==> src/rtl/retry_pkg.sv <==
// Shared types for the in-order retry endpoint: routing state and attempt-counter sizing.
package retry_pkg;

    typedef enum logic {
        PASS  = 1'b0,
        DRAIN = 1'b1
    } retry_state_e;

    // One extra code point so the counter can hold MaxRetries itself; at least 1 bit.
    function automatic int unsigned attempts_width(input int unsigned max_retries);
        return (max_retries == 0) ? 1 : $clog2(max_retries + 1);
    endfunction

endpackage

==> src/rtl/retry_sat_counter.sv <==
// Saturating event counter with synchronous active-high reset.
module retry_sat_counter #(
    parameter int unsigned Width = 16
) (
    input  logic             clk_i,
    input  logic             rst_i,
    input  logic             inc_i,
    output logic [Width-1:0] cnt_o
);

    always_ff @(posedge clk_i) begin
        if (rst_i) begin
            cnt_o <= '0;
        end else if (inc_i && (cnt_o != '1)) begin
            cnt_o <= cnt_o + Width'(1);
        end
    end

endmodule

==> src/rtl/retry_inorder_bounded_end.sv <==
// In-order retry endpoint: diverts failed items and their successors to retry until the
// failed item returns, aborting after MaxRetries. RETRY_INORDER_STATS_EN adds counters.
module retry_inorder_bounded_end
    import retry_pkg::*;
#(
    parameter type         DataType   = logic,
    parameter int unsigned IDSize     = 1,
    parameter int unsigned MaxRetries = 3,
    parameter int unsigned CntWidth   = 16
) (
    input  logic              clk_i,
    input  logic              rst_i,
    input  DataType           data_i,
    input  logic [IDSize-1:0] id_i,
    input  logic              needs_retry_i,
    input  logic              valid_i,
    output logic              ready_o,
    output DataType           data_o,
    output logic              error_o,
    output logic              valid_o,
    input  logic              ready_i,
    output logic [IDSize-1:0] retry_id_o,
    output logic              retry_valid_o,
    input  logic              retry_ready_i,
    input  logic [IDSize-1:0] retry_id_feedback_i,
    output logic              retry_lock_o
`ifdef RETRY_INORDER_STATS_EN
    ,
    output logic [CntWidth-1:0] retry_cnt_o,
    output logic [CntWidth-1:0] abort_cnt_o
`endif
);

    localparam int unsigned AttW = attempts_width(MaxRetries);
    localparam logic [AttW-1:0] MaxAtt = AttW'(MaxRetries);

    retry_state_e      state_q, state_d;
    logic [IDSize-1:0] failed_id_q, failed_id_d;
    logic [AttW-1:0]   attempts_q, attempts_d;
    logic              divert, retry_req, abort, accept;

    assign data_o     = data_i;
    assign retry_id_o = id_i;

    always_comb begin
        state_d     = state_q;
        failed_id_d = failed_id_q;
        attempts_d  = attempts_q;
        divert      = 1'b0;
        retry_req   = 1'b0;
        abort       = 1'b0;

        // While draining, everything behind the failed item goes back for retry.
        if ((state_q == DRAIN) && (id_i != failed_id_q)) begin
            divert = 1'b1;
        end else if (needs_retry_i) begin
            if (attempts_q < MaxAtt) begin
                divert    = 1'b1;
                retry_req = 1'b1;
            end else begin
                abort = 1'b1;
            end
        end

        valid_o       = divert ? 1'b0 : valid_i;
        error_o       = valid_i & abort;
        ready_o       = divert ? retry_ready_i : ready_i;
        retry_valid_o = divert ? valid_i : 1'b0;
        retry_lock_o  = divert | (state_q == DRAIN);
        accept        = valid_i & ready_o;

        if (accept) begin
            if (retry_req) begin
                state_d     = DRAIN;
                failed_id_d = retry_id_feedback_i;
                attempts_d  = (retry_id_feedback_i == failed_id_q) ? attempts_q + AttW'(1)
                                                                   : AttW'(1);
            end else if (!divert) begin
                state_d = PASS;
                if ((id_i == failed_id_q) || abort) begin
                    attempts_d = '0;
                end
            end
        end
    end

    always_ff @(posedge clk_i) begin
        if (rst_i) begin
            state_q     <= PASS;
            failed_id_q <= '0;
            attempts_q  <= '0;
        end else begin
            state_q     <= state_d;
            failed_id_q <= failed_id_d;
            attempts_q  <= attempts_d;
        end
    end

`ifdef RETRY_INORDER_STATS_EN
    logic retry_inc, abort_inc;

    assign retry_inc = accept & retry_req;
    assign abort_inc = accept & abort;

    retry_sat_counter #(.Width(CntWidth)) u_retry_cnt (
        .clk_i (clk_i),
        .rst_i (rst_i),
        .inc_i (retry_inc),
        .cnt_o (retry_cnt_o)
    );

    retry_sat_counter #(.Width(CntWidth)) u_abort_cnt (
        .clk_i (clk_i),
        .rst_i (rst_i),
        .inc_i (abort_inc),
        .cnt_o (abort_cnt_o)
    );
`else
    // Statistics disabled: no counter state.
`endif

endmodule

==> config.mk <==
export PLATFORM = sky130hd
export DESIGN_NAME = retry_inorder_bounded_end
export DESIGN_NICKNAME = d
export VERILOG_FILES = /design/src/rtl/retry_pkg.sv /design/src/rtl/retry_sat_counter.sv /design/src/rtl/retry_inorder_bounded_end.sv
export SDC_FILE = /design/constraint.sdc
export NUM_CORES = 1
export LEC_CHECK = 0
export BUFFER_PORTS_ARGS = -buffer_cell sky130_fd_sc_hd__buf_4
export CAP_MARGIN = 10
export CORE_AREA = 2 2 39 41
export CTS_CLUSTER_SIZE = 20
export DETAILED_ROUTE_END_ITERATION = 16
export DIE_AREA = 0 0 41 43
export SKIP_LAST_GASP = 1
export SYNTH_ARGS = -nofsm -noshare
export SYNTH_HDL_FRONTEND = slang
export SYNTH_SLANG_ARGS = --single-unit
==> constraint.sdc <==
create_clock -name clk_i -period 1.5 [get_ports clk_i]
set_clock_uncertainty 0.1 [all_clocks]
set_input_delay 0.15 -clock clk_i [delete_from_list [all_inputs] [get_ports clk_i]]
set_output_delay 0.15 -clock clk_i [all_outputs]
set_load 0.005 [all_outputs]
==> results.toml <==
[run_status]
status = "finished, violations left"
violations = "negative setup slack"

[critical_path]
path_max_fanout = 4
crit_path_end = "ready_o"
crit_buf_inv = 1
critical-path-top-delay-family = "flip-flops"
path_cells = "xor2_4 -> a211oi_2 -> or2_1 -> buf_4"
crit_cells = 4
cp_slowest_cell = "dfxtp_4"
startpoint_type = "flip-flop"
rr_endpoint = "failed_id_q"
r2r_start = "failed_id_q"
worstSetupPathType = "reg -> out"
arrival_ns = 1.29
critPathCaptureType = "output pin"
crit_start = "failed_id_q"
reg2reg_depth = 5
reg2reg_slack_ns = 0
cp.required_ns = 1.25
cpPeakStageDelay_ns = 0.40

[global_routing]
top_usage_layer = "met2"
grt_pass1_vias = 351
grt_max_degree = 11
track_usage = 0.120
grtUsageMet1 = 0.110
gr-usage-met3 = 0.0419
antenna_found_initial = 0
grt_pass1_wl_um = 1370
grt_overflow = 0
met2_usage = 0.181

[logic_synthesis]
ys.warnings.count = 0
ys_seq_area_frac = 0.227
netlist_area_um2 = 353
netlist_top_cells_count = "4 x a21oi_1, 4 x dfxtp_1, 4 x nand2_1, 4 x nand2b_1"
avgSynthCellArea_um2 = 8.40
yosys_register_bits = 4
async_reset_ff_frac = 0
synth_fp_nets = 52
yosysTopAreaCellShare = 0.227
synth-main-ff-cell = "dfxtp_1"
yosysTopAreaCell = "dfxtp_1"
synth_cell_type_count = 23
synth_area_leaders = "dfxtp_1 23%, mux2i_1 8.5%, nand2b_1 7.1%"
synthCells = 42
synth_edf_count = 0

[cells_and_area]
num-nets-final = 74
fillers = 144
multi_input_area_um2 = 320
antennaDiodeCount = 0
seq_area_um2 = 87.6
area.growth.synth_to_final_pct = 72.0
drive_gt1_frac = 0.548

[sta]
fin_setup_tns_ns = -0.0420
hold_viol_final = 0
period_minus_slack_ns = 1.54
fin_crit_sh = 1.03
worst_pin_slew_ns = 0.278
max_freq_mhz = 649
postLayoutSetupSlackWorst_ns = -0.0420
drv_slew = 0
holdWs_ns = 0.0713
rsz0062_at_grt = "yes"
slew_headroom = 0.814
setup_viol = 1

[placement]
pre_cts_ws_ns = 0.00469
gp_congestion = 0.657
numPortBuffers = 13
hpwl_um = 602

[die]
io-pin-count = 16
std_cell_rows = 14
die_area_um2 = 1760
die_h_um = 43
start_util = 0.255
die_x_um = 41
core-area_um2 = 1380

[clock_network]
htreeDepth = 1
clockBufferDepth = 2
clkLatencyLatePin_ns = 0.23
clock_sinks = 4
cts_tree = "done"
clk_pin_slew_worst_paths_ns = 0.04
root_buffer = "clkbuf_4"
cts_buffers = 3

[drt]
drt_iter0_drc = 3
drt-total-wl_um = 880
first_pass_iters = 3
drc = 0
ant_nets = 0
viasPerCell = 4.67
routedWlPerCell_um = 11.3
vias = 364

[power_and_ir_drop]
vdd_ir_drop_max_mv = 0.330
powerDensity_nw_per_um2 = 616
p_leak_nw = 0.260

[flow_run]
maxCapViolations = 0

[hold_path]
hp-class = "in -> reg"
-- registers in the layout, indices dropped and copies added, names as in the netlist --
| signal | flops |
|---|---|
| state_q | 1 |
| failed_id_q | 1 |
| attempts_q | 2 |
-- what timing repair did --
item                                   4_1_cts  5_1_grt
pin swaps                                    4        4
resized for setup                           10        5
setup endpoints to repair                    4        5
hold buffers                                 1        0
endpoints found under the hold margin        1        0
setup buffers                                2        2
-- how the worst min path moves through the flow --
stage,start,end,cells after the start
after CTS,retry_id_feedback_i,failed_id_q,3
after global routing,retry_id_feedback_i,failed_id_q,3
after global placement,data_i,data_o,0
after floorplan,rst_i,failed_id_q,1
after detailed placement,data_i,data_o,0
final,retry_id_feedback_i,failed_id_q,3
-- cell usage in the layout (no fill, tap or decap) --
master	count
o221ai_4	1
dfxtp_2	3
o2bb2ai_2	1
a21oi_2	1
nand3b_1	1
a21oi_1	3
inv_1	1
buf_4	19
mux2i_1	3
ha_4	1
xnor2_4	1
nand3_1	1
xnor2_1	1
a211oi_2	1
nor2b_1	2
and2_1	1
nand2_1	4
dfxtp_4	1
a2bb2oi_1	1
clkbuf_4	3
nand2b_1	4
a211oi_1	1
or2_1	1
nor2b_4	1
nand4b_1	1
xor2_4	1
nor2_1	2
dlygate4sd3_1	1
-- per-layer routing --
| metal | up-vias | wire (um) | part of all wire |
|---|---|---|---|
| li1 | 187 | - | - |
| met1 | 166 | 296 | 0.34 |
| met2 | 9 | 488 | 0.55 |
| met3 | 2 | 70 | 0.080 |
| met4 | 0 | 24 | 0.027 |
| met5 | - | 0 | 0 |
-- cells by family after synthesis --
logic type,after synthesis,share of synthesized area
muxes,3,0.0851
adders and majority gates,1,0.0355
and+or+nand+nor,18,0.284
DFF,4,0.227
xor gates and xnor gates,3,0.0958
buffers and inverters,4,0.0673
AOI/OAI and AO/OA,9,0.206
-- power breakdown --
part,internal (mW),switching [mW]
Sequential,0.111,0.0102
Clock,0.0892,0.0402
Combinational,0.0719,0.0509
-- layout make-up --
type	instances	share of cell area
repair buffers	20	0.252
inverters	1	0.00619
clock buffers	3	0.0371
well taps	16	0.0330
multi-input cells	34	0.528
flip-flops and latches	4	0.144
-- metrics by stage --
stage          cells  power, mW  utilization  instance area [um2]
2_1_floorplan     42      0.172            -                  353
3_3_place_gp      70      0.213        0.336                  465
3_5_place_dp      70      0.214        0.336                  465
4_1_cts           76      0.366        0.403                  558
5_1_grt           78      0.398        0.439                  607
6_report          78      0.374        0.439                  607
-- tightest hold or removal path, delay by kind of cell --
family                 cells  cell delay [ns]
AND/OR/NAND/NOR            1             0.07
buffers and inverters      1             0.09
multiplexers               1             0.06
No activity file was read; power rests on OpenSTA's default activity.
